--- config.mk ---
export PLATFORM = sky130hd
export DESIGN_NAME = uart_rx
export DESIGN_NICKNAME = d
export VERILOG_FILES = /design/src/rtl/uart_defs_pkg.sv /design/src/rtl/uart_sync2.sv /design/src/rtl/uart_rx.sv
export SDC_FILE = /design/constraint.sdc
export NUM_CORES = 1
export LEC_CHECK = 0
export ABC_AREA = 1
export BUFFER_PORTS_ARGS = -buffer_cell sky130_fd_sc_hd__buf_4
export CORE_MARGIN = 4
export CORE_UTILIZATION = 35
export DETAILED_ROUTE_END_ITERATION = 12
export GPL_TIMING_DRIVEN = 0
export PLACE_DENSITY = 0.54
export SYNTH_ARGS = -nofsm -noshare
export SYNTH_HDL_FRONTEND = slang
export SYNTH_SLANG_ARGS = --single-unit
--- constraint.sdc ---
create_clock -name clk -period 2.4 [get_ports clk]
set_clock_uncertainty 0.05 [all_clocks]
set_input_delay 0.6 -clock clk [delete_from_list [all_inputs] [get_ports clk]]
set_output_delay 0.6 -clock clk [all_outputs]
set_load 0.005 [all_outputs]
--- src/rtl/uart_defs_pkg.sv ---
// Shared UART definitions: FSM state encoding and oversampling constants.
// The transmitter imports the same package.
package uart_defs;

  typedef enum logic [1:0] {
    IDLE  = 2'b00,
    START = 2'b01,
    DATA  = 2'b10,
    STOP  = 2'b11
  } uart_state_t;

  localparam int OVERSAMPLE = 16;
  localparam int MID_SAMPLE = 7;

endpackage : uart_defs

--- src/rtl/uart_sync2.sv ---
// Two-flop synchronizer for an asynchronous single-bit input.
// The reset value is a parameter so idle-high and idle-low lines can share this block.
module uart_sync2 #(
  parameter logic RESET_VAL = 1'b1
) (
  input  logic clk,
  input  logic reset_n,
  input  logic d,
  output logic q
);

  logic meta_reg;
  logic sync_reg;

  always_ff @(posedge clk) begin
    if (!reset_n) begin
      meta_reg <= RESET_VAL;
      sync_reg <= RESET_VAL;
    end else begin
      meta_reg <= d;
      sync_reg <= meta_reg;
    end
  end

  assign q = sync_reg;

endmodule : uart_sync2

--- src/rtl/uart_rx.sv ---
// UART receiver: 16x oversampled, mid-bit sampling, LSB first, with a
// one-cycle done strobe and a framing-error flag taken from the stop sample.
module uart_rx
  import uart_defs::*;
#(
  parameter int DATA_BITS  = 8,
  parameter int STOP_TICKS = 16
) (
  input  logic                 clk,
  input  logic                 reset_n,
  input  logic                 s_tick,
  input  logic                 rx,
  output logic [DATA_BITS-1:0] rx_data,
  output logic                 rx_done,
  output logic                 frame_err
);

  localparam int BIT_W = $clog2(DATA_BITS);

  logic                 rx_s;
  uart_state_t          state_reg,     state_next;
  logic [4:0]           tick_cnt_reg,  tick_cnt_next;
  logic [BIT_W-1:0]     bit_cnt_reg,   bit_cnt_next;
  logic [DATA_BITS-1:0] shreg_reg,     shreg_next;
  logic [DATA_BITS-1:0] rx_data_reg,   rx_data_next;
  logic                 rx_done_reg,   rx_done_next;
  logic                 frame_err_reg, frame_err_next;

  uart_sync2 #(.RESET_VAL(1'b1)) u_sync (
    .clk     (clk),
    .reset_n (reset_n),
    .d       (rx),
    .q       (rx_s)
  );

  always_ff @(posedge clk) begin
    if (!reset_n) begin
      state_reg     <= IDLE;
      tick_cnt_reg  <= '0;
      bit_cnt_reg   <= '0;
      shreg_reg     <= '0;
      rx_data_reg   <= '0;
      rx_done_reg   <= 1'b0;
      frame_err_reg <= 1'b0;
    end else begin
      state_reg     <= state_next;
      tick_cnt_reg  <= tick_cnt_next;
      bit_cnt_reg   <= bit_cnt_next;
      shreg_reg     <= shreg_next;
      rx_data_reg   <= rx_data_next;
      rx_done_reg   <= rx_done_next;
      frame_err_reg <= frame_err_next;
    end
  end

  always_comb begin
    state_next     = state_reg;
    tick_cnt_next  = tick_cnt_reg;
    bit_cnt_next   = bit_cnt_reg;
    shreg_next     = shreg_reg;
    rx_data_next   = rx_data_reg;
    rx_done_next   = 1'b0;
    frame_err_next = 1'b0;

    case (state_reg)
      IDLE: begin
        // Start edge is acted on immediately; s_tick only matters once framing begins.
        if (!rx_s) begin
          state_next    = START;
          tick_cnt_next = '0;
        end
      end
      START: begin
        if (s_tick) begin
          if (tick_cnt_reg == 5'(MID_SAMPLE)) begin
            if (!rx_s) begin
              state_next    = DATA;
              tick_cnt_next = '0;
              bit_cnt_next  = '0;
            end else begin
              state_next = IDLE;
            end
          end else begin
            tick_cnt_next = tick_cnt_reg + 5'd1;
          end
        end
      end
      DATA: begin
        if (s_tick) begin
          if (tick_cnt_reg == 5'(OVERSAMPLE - 1)) begin
            shreg_next    = {rx_s, shreg_reg[DATA_BITS-1:1]};
            tick_cnt_next = '0;
            if (bit_cnt_reg == BIT_W'(DATA_BITS - 1)) begin
              state_next = STOP;
            end else begin
              bit_cnt_next = bit_cnt_reg + 1'b1;
            end
          end else begin
            tick_cnt_next = tick_cnt_reg + 5'd1;
          end
        end
      end
      STOP: begin
        if (s_tick) begin
          if (tick_cnt_reg == 5'(STOP_TICKS - 1)) begin
            rx_data_next   = shreg_reg;
            rx_done_next   = 1'b1;
            frame_err_next = ~rx_s;
            state_next     = IDLE;
          end else begin
            tick_cnt_next = tick_cnt_reg + 5'd1;
          end
        end
      end
      default: state_next = IDLE;
    endcase
  end

  assign rx_data   = rx_data_reg;
  assign rx_done   = rx_done_reg;
  assign frame_err = frame_err_reg;

endmodule : uart_rx

==> results.ini <==
[cts]
cts.sinks = 30
clkTransAtPathRegs_ns = 0.07
cts_root_buffer = clkbuf_8
h-tree-depth = 2
numCtsBuffers = 5
insertion_delay_ns = 0.28
cts_buffer_depth = 2
cts_tree = built
postCtsSetupBuffers = 0
holdBufCountCts = 0
cts_resized = 0

[routing]
drc = 0
wl_per_cell_um = 11.64
drt_iter0_drc = 65
routed_via_density = 4.817
ant_nets = 0
first_pass_iters = 4
drt-total-wl_um = 3050
routed-via-count = 1262

[setup_path]
slowest_delay_ns = 0.37
path_buf_inv = 2
crit_top_cell = nand2_1
critPathKind = register to register
worst-path-stages = 10
startpoint_type = register
crit_family = adder cells
r2r_cells = 10
cp_max_fo = 4
worst_setup_path_end_kind = register
critPathSlowestCell = dfxtp_1
required_ns = 2.56
cp_cell_sequence = ha_1, nand2_1, inv_1, nand2_1, ha_1, inv_1, nand3_1, nand3_1, nand2_1, a21oi_1
critPathArrivalTime_ns = 1.80

[timing]
tns_ns = 0
period_needed_ns = 1.640
setup_violations = 0
period_share_pct = 68.35
hold_violations = 0
worst_slew_pin_slew_ns = 0.4840
fmax_mhz = 609.6
slew_violations = 0
holdWs_ns = 0.3635
grt_setup_unrepaired = no
relSlewSlack_pct = 67.74

[floorplan]
ios = 14
die_h_um = 71.73
fp-row-count = 22
core_mm2 = 0.003799
die_area_mm2 = 0.005144
fp.dieW_um = 71.73
start_util_pct = 37.42

[synth]
synth.avg_cell_area_um2 = 7.327
synth_top_family_by_area = simple AND/OR/NAND/NOR gates
syn_inst = 194
ys_seq_area_share_pct = 42.25
synth_adder_area_share_pct = 3.521
synthSimpleGateAreaFrac_pct = 35.21
yosysUniqueCellTypes = 26
synth-seq-cells = 30
synth_xor_area_share_pct = 0.6162
synth-edff-count = 0
synthMuxAreaShare_pct = 0
synth_compound_area_share_pct = 9.683
synth_area_mm2 = 0.001421
synthFlopType = dfxtp_1
synth_warnings = 0
synthArstFlopShare_pct = 0
synth_nets = 202

[grt]
antenna_found_initial = 0
grt_max_degree = 11
grt_pass1_vias = 1180
track_usage_pct = 13.25
grt_first_pass_wirelength_um = 5333
grt_overflow = 0

[final_layout]
layout_common_cells = 50 x nand2_1, 30 x dfxtp_1, 26 x nand3_1
diodes = 0
drive_gt1_share_pct = 20.09
fillers = 403
final_common_cell = nand2_1
synthToLayoutAreaGrowth_pct = 17.25
num-nets-final = 221

[pwr]
ir_drop_v = 0.0003922
powerDensity_mw_per_mm2 = 628.1
leakagePower_nw = 0.7133

[min_path]
min_delay_path_depth = 1
hold_class = register to register

[place]
io_buffers = 12
hpwl_um = 2224
gp_congestion = 0.7920

[flow_run]
max-cap-violations = 0

[status]
status = completed

==> metrics by stage <==
step | utilization, % | setup slack (ns) | std cells | area (um^2) | total power [mW]
floorplan | - | 0.9276 | 194 | 1421 | 0.6065
global placement | 41.37 | 0.8069 | 254 | 1572 | 0.6280
detailed placement | 41.37 | 0.7589 | 254 | 1572 | 0.6299
CTS | 43.87 | 0.7411 | 262 | 1667 | 1.060
global route | 43.87 | 0.5691 | 262 | 1667 | 1.098
finish | 43.87 | 0.7595 | 262 | 1667 | 1.047
==> worst register-to-register path, delay by kind of cell (launching register included) <==
kind | cells | cell delay (ns)
adders and majority gates | 2 | 0.44
and+or+nand+nor | 5 | 0.38
DFF | 1 | 0.37
buffers and inverters | 2 | 0.19
AOI/OAI and AO/OA | 1 | 0.12
==> per-layer routing <==
layer	global-route usage, %	vias to the layer above	routed length (um)
met5	0	-	0
met4	6.263	0	61
met3	3.787	7	128
met2	20.41	16	1364
met1	16.98	567	1495
li1	-	672	-
==> final timing paths <==
| check | startpoint | end | slack (ns) |
|---|---|---|---|
| worst max-delay path | tick_cnt_reg[0]$_SDFFE_PN0P_ | tick_cnt_reg[4]$_SDFFE_PN0P_ | 0.76 |
| worst min-delay path | u_sync.meta_reg$_SDFF_PN1_ | u_sync.q$_SDFF_PN1_ | 0.36 |
| worst max register to register | tick_cnt_reg[0]$_SDFFE_PN0P_ | tick_cnt_reg[4]$_SDFFE_PN0P_ | 0.76 |
| worst min register to register | u_sync.meta_reg$_SDFF_PN1_ | u_sync.q$_SDFF_PN1_ | 0.36 |
==> Yosys cell counts, types with 2 or more instances <==
| master | instances | area [um^2] |
|---|---|---|
| inv_2 | 2 | 7.510 |
| nand2_1 | 50 | 187.7 |
| nor2_2 | 2 | 12.51 |
| or2_2 | 3 | 18.77 |
| nand2_2 | 4 | 25.02 |
| clkbuf_1 | 2 | 7.510 |
| nand4_1 | 4 | 25.02 |
| a21oi_1 | 21 | 105.1 |
| nand3_1 | 26 | 130.1 |
| ha_1 | 4 | 50.05 |
| dfxtp_1 | 30 | 600.6 |
| buf_4 | 3 | 22.52 |
| nor2_1 | 15 | 56.30 |
| o21ai_0 | 3 | 15.01 |
| inv_1 | 13 | 48.80 |
| nor2_4 | 2 | 22.52 |
==> cell type report <==
cell class                 count  area [um^2]  share of cell area [%]
sequential                    30        600.6                   36.04
clock buffer                   6        82.58                   4.955
buffer                         8        61.31                   3.679
clock inverter                 2        12.51                  0.7508
timing repair buffer          12        90.09                   5.405
tap                           48        60.06                   3.604
multi-input combinational    140        696.9                   41.82
inverter                      16        62.56                   3.754
==> cell families after synthesis <==
logic type	count (synthesis)
xor+xnor	1
flops	30
simple gates	109
fa+ha+maj	4
buf+inv	24
compound gates	26
==> report_power, final <==
group	switching (mW)	internal [mW]
clock network	0.198	0.230
logic	0.0673	0.0337
registers	0.0114	0.507
total	0.276	0.770
Power figures use the tool's default switching activity.
